### src/rtl/mem_port_arbiter_pkg.sv
// Shared types and constants for the unified instruction/data memory port arbiter.
package mem_arb_pkg;

  localparam int ADDR_W_DEF   = 8;
  localparam int STARVE_CNT_W = 4;

  typedef enum logic [1:0] {
    OWN_NONE = 2'd0,
    OWN_IF   = 2'd1,
    OWN_DM   = 2'd2
  } owner_t;

endpackage

### src/rtl/mem_port_arbiter_if.sv
// Bundle of the fetch, data and RAM-side signals around the memory port arbiter.
interface mem_port_arbiter_if #(
  parameter int ADDR_W = mem_arb_pkg::ADDR_W_DEF
);

  // Handshake: a requester raises *_req with stable address/data and holds both
  // until *_gnt is seen high in the same cycle; *_rvalid pulses exactly one
  // cycle after a read grant and carries *_rdata. Writes produce no response.
  logic              if_req;
  logic [31:0]       if_addr;
  logic              if_gnt;
  logic              if_rvalid;
  logic [31:0]       if_rdata;
  logic              dm_req;
  logic [31:0]       dm_addr;
  logic [3:0]        dm_wen;
  logic [31:0]       dm_wdata;
  logic              dm_gnt;
  logic              dm_rvalid;
  logic [31:0]       dm_rdata;
  logic              cancel;
  logic              ram_en;
  logic [3:0]        ram_wen;
  logic [ADDR_W-1:0] ram_addr;
  logic [31:0]       ram_wdata;
  logic [31:0]       ram_rdata;

  modport slave (
    input  if_req, if_addr, dm_req, dm_addr, dm_wen, dm_wdata, cancel, ram_rdata,
    output if_gnt, if_rvalid, if_rdata, dm_gnt, dm_rvalid, dm_rdata,
    output ram_en, ram_wen, ram_addr, ram_wdata
  );

  modport master (
    output if_req, if_addr, dm_req, dm_addr, dm_wen, dm_wdata, cancel, ram_rdata,
    input  if_gnt, if_rvalid, if_rdata, dm_gnt, dm_rvalid, dm_rdata,
    input  ram_en, ram_wen, ram_addr, ram_wdata
  );

endinterface

### src/rtl/mem_arb_starve.sv
// Fetch starvation counter: counts consecutive lost arbitration cycles and
// raises force_if once the limit is reached.
module mem_arb_starve
  import mem_arb_pkg::*;
#(
  parameter int STARVE_MAX = 3
) (
  input  logic                    clk,
  input  logic                    reset,
  input  logic                    if_req,
  input  logic                    if_gnt,
  output logic                    force_if,
  output logic [STARVE_CNT_W-1:0] starve_cnt
);

  assign force_if = (starve_cnt >= STARVE_CNT_W'(STARVE_MAX));

  always_ff @(posedge clk or posedge reset) begin
    if (reset) begin
      starve_cnt <= '0;
    end else if (if_gnt || !if_req) begin
      starve_cnt <= '0;
    end else if (starve_cnt != '1) begin
      starve_cnt <= starve_cnt + 1'b1;
    end
  end

endmodule

### src/rtl/mem_port_arbiter.sv
// Arbitrates fetch and data-stage requests onto one synchronous-read RAM port.
// Optional perf counters are built when MEM_ARB_PERF_EN is defined.
module mem_port_arbiter
  import mem_arb_pkg::*;
#(
  parameter int ADDR_W     = ADDR_W_DEF,
  parameter int STARVE_MAX = 3
) (
  input  logic                    clk,
  input  logic                    reset,
  mem_port_arbiter_if.slave       bus,
  output owner_t                  owner_dbg,
  output logic [STARVE_CNT_W-1:0] starve_cnt_dbg
`ifdef MEM_ARB_PERF_EN
  ,
  output logic [31:0]             perf_conflict,
  output logic [31:0]             perf_if_stall
`endif
);

  logic        force_if;
  logic        if_gnt;
  logic        dm_gnt;
  logic        kill;
  logic        if_rvalid;
  logic        dm_rvalid;
  logic [31:0] if_hold;
  logic [31:0] dm_hold;
  owner_t      owner;

  mem_arb_starve #(.STARVE_MAX(STARVE_MAX)) u_starve (
    .clk        (clk),
    .reset      (reset),
    .if_req     (bus.if_req),
    .if_gnt     (if_gnt),
    .force_if   (force_if),
    .starve_cnt (starve_cnt_dbg)
  );

  assign dm_gnt = bus.dm_req & ~force_if;
  assign if_gnt = bus.if_req & (~bus.dm_req | force_if);

  assign bus.if_gnt    = if_gnt;
  assign bus.dm_gnt    = dm_gnt;
  assign bus.ram_en    = if_gnt | dm_gnt;
  assign bus.ram_addr  = dm_gnt ? bus.dm_addr[ADDR_W+1:2] : bus.if_addr[ADDR_W+1:2];
  assign bus.ram_wen   = dm_gnt ? bus.dm_wen : 4'b0000;
  assign bus.ram_wdata = bus.dm_wdata;

  // A flush kills a fetch response either one cycle after a flushed grant or in the response cycle itself.
  assign if_rvalid = (owner == OWN_IF) & ~kill & ~bus.cancel;
  assign dm_rvalid = (owner == OWN_DM);

  assign bus.if_rvalid = if_rvalid;
  assign bus.dm_rvalid = dm_rvalid;
  assign bus.if_rdata  = if_rvalid ? bus.ram_rdata : if_hold;
  assign bus.dm_rdata  = dm_rvalid ? bus.ram_rdata : dm_hold;
  assign owner_dbg     = owner;

  always_ff @(posedge clk or posedge reset) begin
    if (reset) begin
      owner   <= OWN_NONE;
      kill    <= 1'b0;
      if_hold <= '0;
      dm_hold <= '0;
    end else begin
      if (if_gnt)                              owner <= OWN_IF;
      else if (dm_gnt && bus.dm_wen == 4'b0000) owner <= OWN_DM;
      else                                     owner <= OWN_NONE;
      kill <= if_gnt & bus.cancel;
      if (if_rvalid) if_hold <= bus.ram_rdata;
      if (dm_rvalid) dm_hold <= bus.ram_rdata;
    end
  end

`ifdef MEM_ARB_PERF_EN
  always_ff @(posedge clk or posedge reset) begin
    if (reset) begin
      perf_conflict <= '0;
      perf_if_stall <= '0;
    end else begin
      if (bus.if_req && bus.dm_req && perf_conflict != '1)
        perf_conflict <= perf_conflict + 1'b1;
      if (bus.if_req && !if_gnt && perf_if_stall != '1)
        perf_if_stall <= perf_if_stall + 1'b1;
    end
  end
`endif

  // Address bits outside the RAM word index are intentionally ignored (aliasing).
  logic unused_addr_bits;
  assign unused_addr_bits = ^{bus.if_addr[31:ADDR_W+2], bus.if_addr[1:0],
                              bus.dm_addr[31:ADDR_W+2], bus.dm_addr[1:0]};

endmodule

### src/flat_wrapper.sv
// flat-port wrapper written by rule: the top's interface ports become plain ports
module mem_port_arbiter_flat import mem_arb_pkg::*;
#(
  parameter int ADDR_W     = ADDR_W_DEF,
  parameter int STARVE_MAX = 3
)
  (clk, reset, owner_dbg, starve_cnt_dbg, bus_if_req, bus_if_addr, bus_dm_req, bus_dm_addr, bus_dm_wen, bus_dm_wdata, bus_cancel, bus_ram_rdata, bus_if_gnt, bus_if_rvalid, bus_if_rdata, bus_dm_gnt, bus_dm_rvalid, bus_dm_rdata, bus_ram_en, bus_ram_wen, bus_ram_addr, bus_ram_wdata);
  mem_port_arbiter_if #(.ADDR_W(ADDR_W)) bus_i ();
  input  logic clk;
  input  logic reset;
  output owner_t owner_dbg;
  output logic [STARVE_CNT_W-1:0] starve_cnt_dbg;
  input wire logic [$bits(bus_i.if_req)-1:0] bus_if_req;
  input wire logic [$bits(bus_i.if_addr)-1:0] bus_if_addr;
  input wire logic [$bits(bus_i.dm_req)-1:0] bus_dm_req;
  input wire logic [$bits(bus_i.dm_addr)-1:0] bus_dm_addr;
  input wire logic [$bits(bus_i.dm_wen)-1:0] bus_dm_wen;
  input wire logic [$bits(bus_i.dm_wdata)-1:0] bus_dm_wdata;
  input wire logic [$bits(bus_i.cancel)-1:0] bus_cancel;
  input wire logic [$bits(bus_i.ram_rdata)-1:0] bus_ram_rdata;
  output wire logic [$bits(bus_i.if_gnt)-1:0] bus_if_gnt;
  output wire logic [$bits(bus_i.if_rvalid)-1:0] bus_if_rvalid;
  output wire logic [$bits(bus_i.if_rdata)-1:0] bus_if_rdata;
  output wire logic [$bits(bus_i.dm_gnt)-1:0] bus_dm_gnt;
  output wire logic [$bits(bus_i.dm_rvalid)-1:0] bus_dm_rvalid;
  output wire logic [$bits(bus_i.dm_rdata)-1:0] bus_dm_rdata;
  output wire logic [$bits(bus_i.ram_en)-1:0] bus_ram_en;
  output wire logic [$bits(bus_i.ram_wen)-1:0] bus_ram_wen;
  output wire logic [$bits(bus_i.ram_addr)-1:0] bus_ram_addr;
  output wire logic [$bits(bus_i.ram_wdata)-1:0] bus_ram_wdata;
  assign bus_i.if_req = bus_if_req;
  assign bus_i.if_addr = bus_if_addr;
  assign bus_i.dm_req = bus_dm_req;
  assign bus_i.dm_addr = bus_dm_addr;
  assign bus_i.dm_wen = bus_dm_wen;
  assign bus_i.dm_wdata = bus_dm_wdata;
  assign bus_i.cancel = bus_cancel;
  assign bus_i.ram_rdata = bus_ram_rdata;
  assign bus_if_gnt = bus_i.if_gnt;
  assign bus_if_rvalid = bus_i.if_rvalid;
  assign bus_if_rdata = bus_i.if_rdata;
  assign bus_dm_gnt = bus_i.dm_gnt;
  assign bus_dm_rvalid = bus_i.dm_rvalid;
  assign bus_dm_rdata = bus_i.dm_rdata;
  assign bus_ram_en = bus_i.ram_en;
  assign bus_ram_wen = bus_i.ram_wen;
  assign bus_ram_addr = bus_i.ram_addr;
  assign bus_ram_wdata = bus_i.ram_wdata;
  mem_port_arbiter #(.ADDR_W(ADDR_W), .STARVE_MAX(STARVE_MAX)) u_core (.clk(clk), .reset(reset), .bus(bus_i), .owner_dbg(owner_dbg), .starve_cnt_dbg(starve_cnt_dbg));
endmodule
### config.mk
export PLATFORM = sky130hd
export DESIGN_NAME = mem_port_arbiter_flat
export DESIGN_NICKNAME = d
export VERILOG_FILES = /design/src/rtl/mem_port_arbiter_pkg.sv /design/src/rtl/mem_port_arbiter_if.sv /design/src/rtl/mem_arb_starve.sv /design/src/rtl/mem_port_arbiter.sv /design/src/flat_wrapper.sv
export SDC_FILE = /design/constraint.sdc
export NUM_CORES = 1
export LEC_CHECK = 0
export BUFFER_PORTS_ARGS = -buffer_cell sky130_fd_sc_hd__buf_2
export CAP_MARGIN = 20
export CORE_MARGIN = 8
export CORE_UTILIZATION = 38
export CTS_CLUSTER_DIAMETER = 150
export DETAILED_ROUTE_END_ITERATION = 16
export PLACE_DENSITY = 0.8
export SYNTH_ARGS = -nofsm -noshare
export SYNTH_HDL_FRONTEND = slang
export SYNTH_SLANG_ARGS = --single-unit
### constraint.sdc
create_clock -name clk -period 2.5 [get_ports clk]
set_input_delay 0.5 -clock clk [delete_from_list [all_inputs] [get_ports clk]]
set_output_delay 0.5 -clock clk [all_outputs]
set_load 0.005 [all_outputs]
==> flow_metrics.tcl <==
set metrics [dict create \
    gr-total-overflow 0 \
    fin_crit_sh_pct 96.0 \
    peakVddDrop_mv 0.371 \
    drive_gt1_share_pct 74.2 \
    ys_seq_area_share_pct 58.4 \
    leakagePower_uw 0.00195 \
    period_minus_slack_ns 2.40 \
    wl_per_cell_um 16.4 \
    firstDrtPassIters 3 \
    max_cap_violations 0 \
    syn_inst 201 \
    num_vias 2003 \
    rsz0062_at_grt "yes" \
    hold_buffers 0 \
    wirelength_um 7090 \
    ant_nets 0 \
    yosysWarningCount 0 \
    cts_buffer_depth 2 \
    mostFrequentLayoutCells "143 x buf_2, 71 x mux2_2, 71 x dfrtp_1" \
    vias_per_cell 4.64 \
    skew_ns 0.00949 \
    drc 0 \
    n_antenna_cell 0 \
    p_per_area_nw_per_um2 733 \
    end_kind "output port" \
    chipWidth_um 106 \
    cts_buffers 9 \
    final_util_pct 50.2 \
    drtIter0Drc 22 \
    r2r_cells 3 \
    critPathKind "flip-flop to output port" \
    slew_viol_final 0 \
    initial_core_util_pct 39.4 \
    post_synth_num_cell_types 19 \
    die-height_um 106 \
    grt_antenna_before_repair 0 \
    status "complete, no violations" \
    htree_levels 3 \
    hold_violations 0 \
    place_congestion 0.704 \
    syn2layout_area_growth_pct 27.5 \
    rrSetupSlack_ns 0.94 \
    reg2reg_from "u_core.owner_dbg[1]" \
    grt_pass1_wl_um 11700 \
    finalSetupViolCount 0 \
    start_kind "flip-flop" \
    final_common_cell "buf_2" \
    num_rows 32 \
    relSlewSlack_pct 57.1 \
    fin_setup_tns_ns 0 \
    io_buffers 143 \
    grt_use_total_pct 12.9 \
    synth.avg_cell_area_um2 15.1 \
    clock_latency_ns 0.33 \
    worst_slack_ns 0.0991 \
    path_max_fanout 17 \
    r2r-end "u_core.if_hold[7]" \
    worst_slew_pin_slew_ns 0.642 \
    syn-cell-area_um2 3040 \
    cts_tree "yes" \
    grt_pass1_vias 2382 \
    hpwl_um 5670 \
    fillers 708 \
    final_nets 463 \
    crit_required_ns 2.00 \
    arrival_ns 1.90 \
    fmax_mhz 417 \
    synth-seq-cells 71 \
    hold_class "primary input to async pin" \
    coreArea_um2 7730 \
    ios 256 \
    pre_cts_ws_ns 0.304 \
    cts.sinks 71 \
    clockRootBuffer "clkbuf_8" \
    dieArea_um2 11100 \
    path_clk_slew_ns 0.07 \
    grt_start_max_net_pins 35 \
]
## routing by layer
layer  up-vias  track usage (%)  share of wire (%)
li1        901                -                  -
met1       978             12.9                 37
met2        99             21.1                 49
met3        25             7.13                 12
met4         0             7.14                2.3
met5         -                0                  0
## cell usage after synthesis
master,count,area (um2)
nand2b_1,1,6.26
nor4b_4,2,47.6
and3b_1,1,8.76
nor4_1,1,6.26
or2_2,1,6.26
and3b_2,1,10.0
conb_1,1,3.75
ha_1,1,12.5
and3_1,1,6.26
inv_1,2,7.51
buf_2,3,15.0
buf_4,32,240
buf_6,4,45.0
clkbuf_1,1,3.75
mux2_2,71,800
and2_1,5,31.3
dfrtp_1,71,1780
nor2b_1,1,6.26
mux2_1,1,11.3
## flip-flops by register name, summed over array words and instances, names as in the netlist
register	count
u_core.u_starve.starve_cnt	4
u_core.owner_dbg	2
u_core.kill	1
u_core.if_hold	32
u_core.dm_hold	32
## stage by stage
stage	hold WS (ns)	std cells	cell area [um2]	total power [uW]
2_1_floorplan	0.476	202	3050	1700
3_3_place_gp	0.474	414	3650	1940
3_5_place_dp	0.478	414	3650	1970
4_1_cts	0.249	432	3880	2910
5_1_grt	0.292	432	3880	3020
6_report	0.249	432	3880	2850
## final cells by class
type                    instances  area (um2)  share of cell area, %
flip-flops and latches         71        1780                   45.8
well taps                     102         128                   3.29
multi-input cells              89         962                   24.8
clock inverters                 5        56.3                   1.45
clock buffers                  11         151                   3.90
repair buffers                152         800                   20.6
inverters                       2        7.51                  0.193
## where the power goes
group          total, uW  switching, uW  internal, uW
sequential          1370           44.1          1320
clock                918            405           513
combinational        561            246           315
## worst max-delay path by stage
stage	from	end	slack, ns	depth (start not counted)
after floorplan	reset	u_core.dm_hold[0]	0.20	1
after global placement	bus_cancel	bus_if_rdata[4]	0.31	5
after detailed placement	bus_cancel	bus_if_rdata[0]	0.30	5
after CTS	u_core.u_starve.starve_cnt[0]	bus_ram_addr[6]	0.04	5
after global routing	u_core.owner_dbg[1]	bus_if_rdata[0]	-0.05	4
final	u_core.owner_dbg[1]	bus_if_rdata[7]	0.1	4
## critical path, stage by stage, from the launching register on
cell and delay, ns:
dfrtp_1 0.44, nor4b_4 0.31, buf_4 0.30, mux2_2 0.39, buf_2 0.13
## kinds of logic after synthesis
logic type / Yosys count / share of synthesized area, %
fa+ha+maj: 1 / 0.411
simple gates: 14 / 4.23
other cells: 1 / 0.123
buf+inv: 42 / 10.2
mux: 72 / 26.6
flops: 71 / 58.4
## what timing repair did
item | in CTS | in global routing
gates resized for setup | 0 | 1
setup buffers | 2 | 0
pin swaps | 1 | 1
setup endpoints to repair | 12 | 40
No activity file was read; power rests on OpenSTA's default activity.
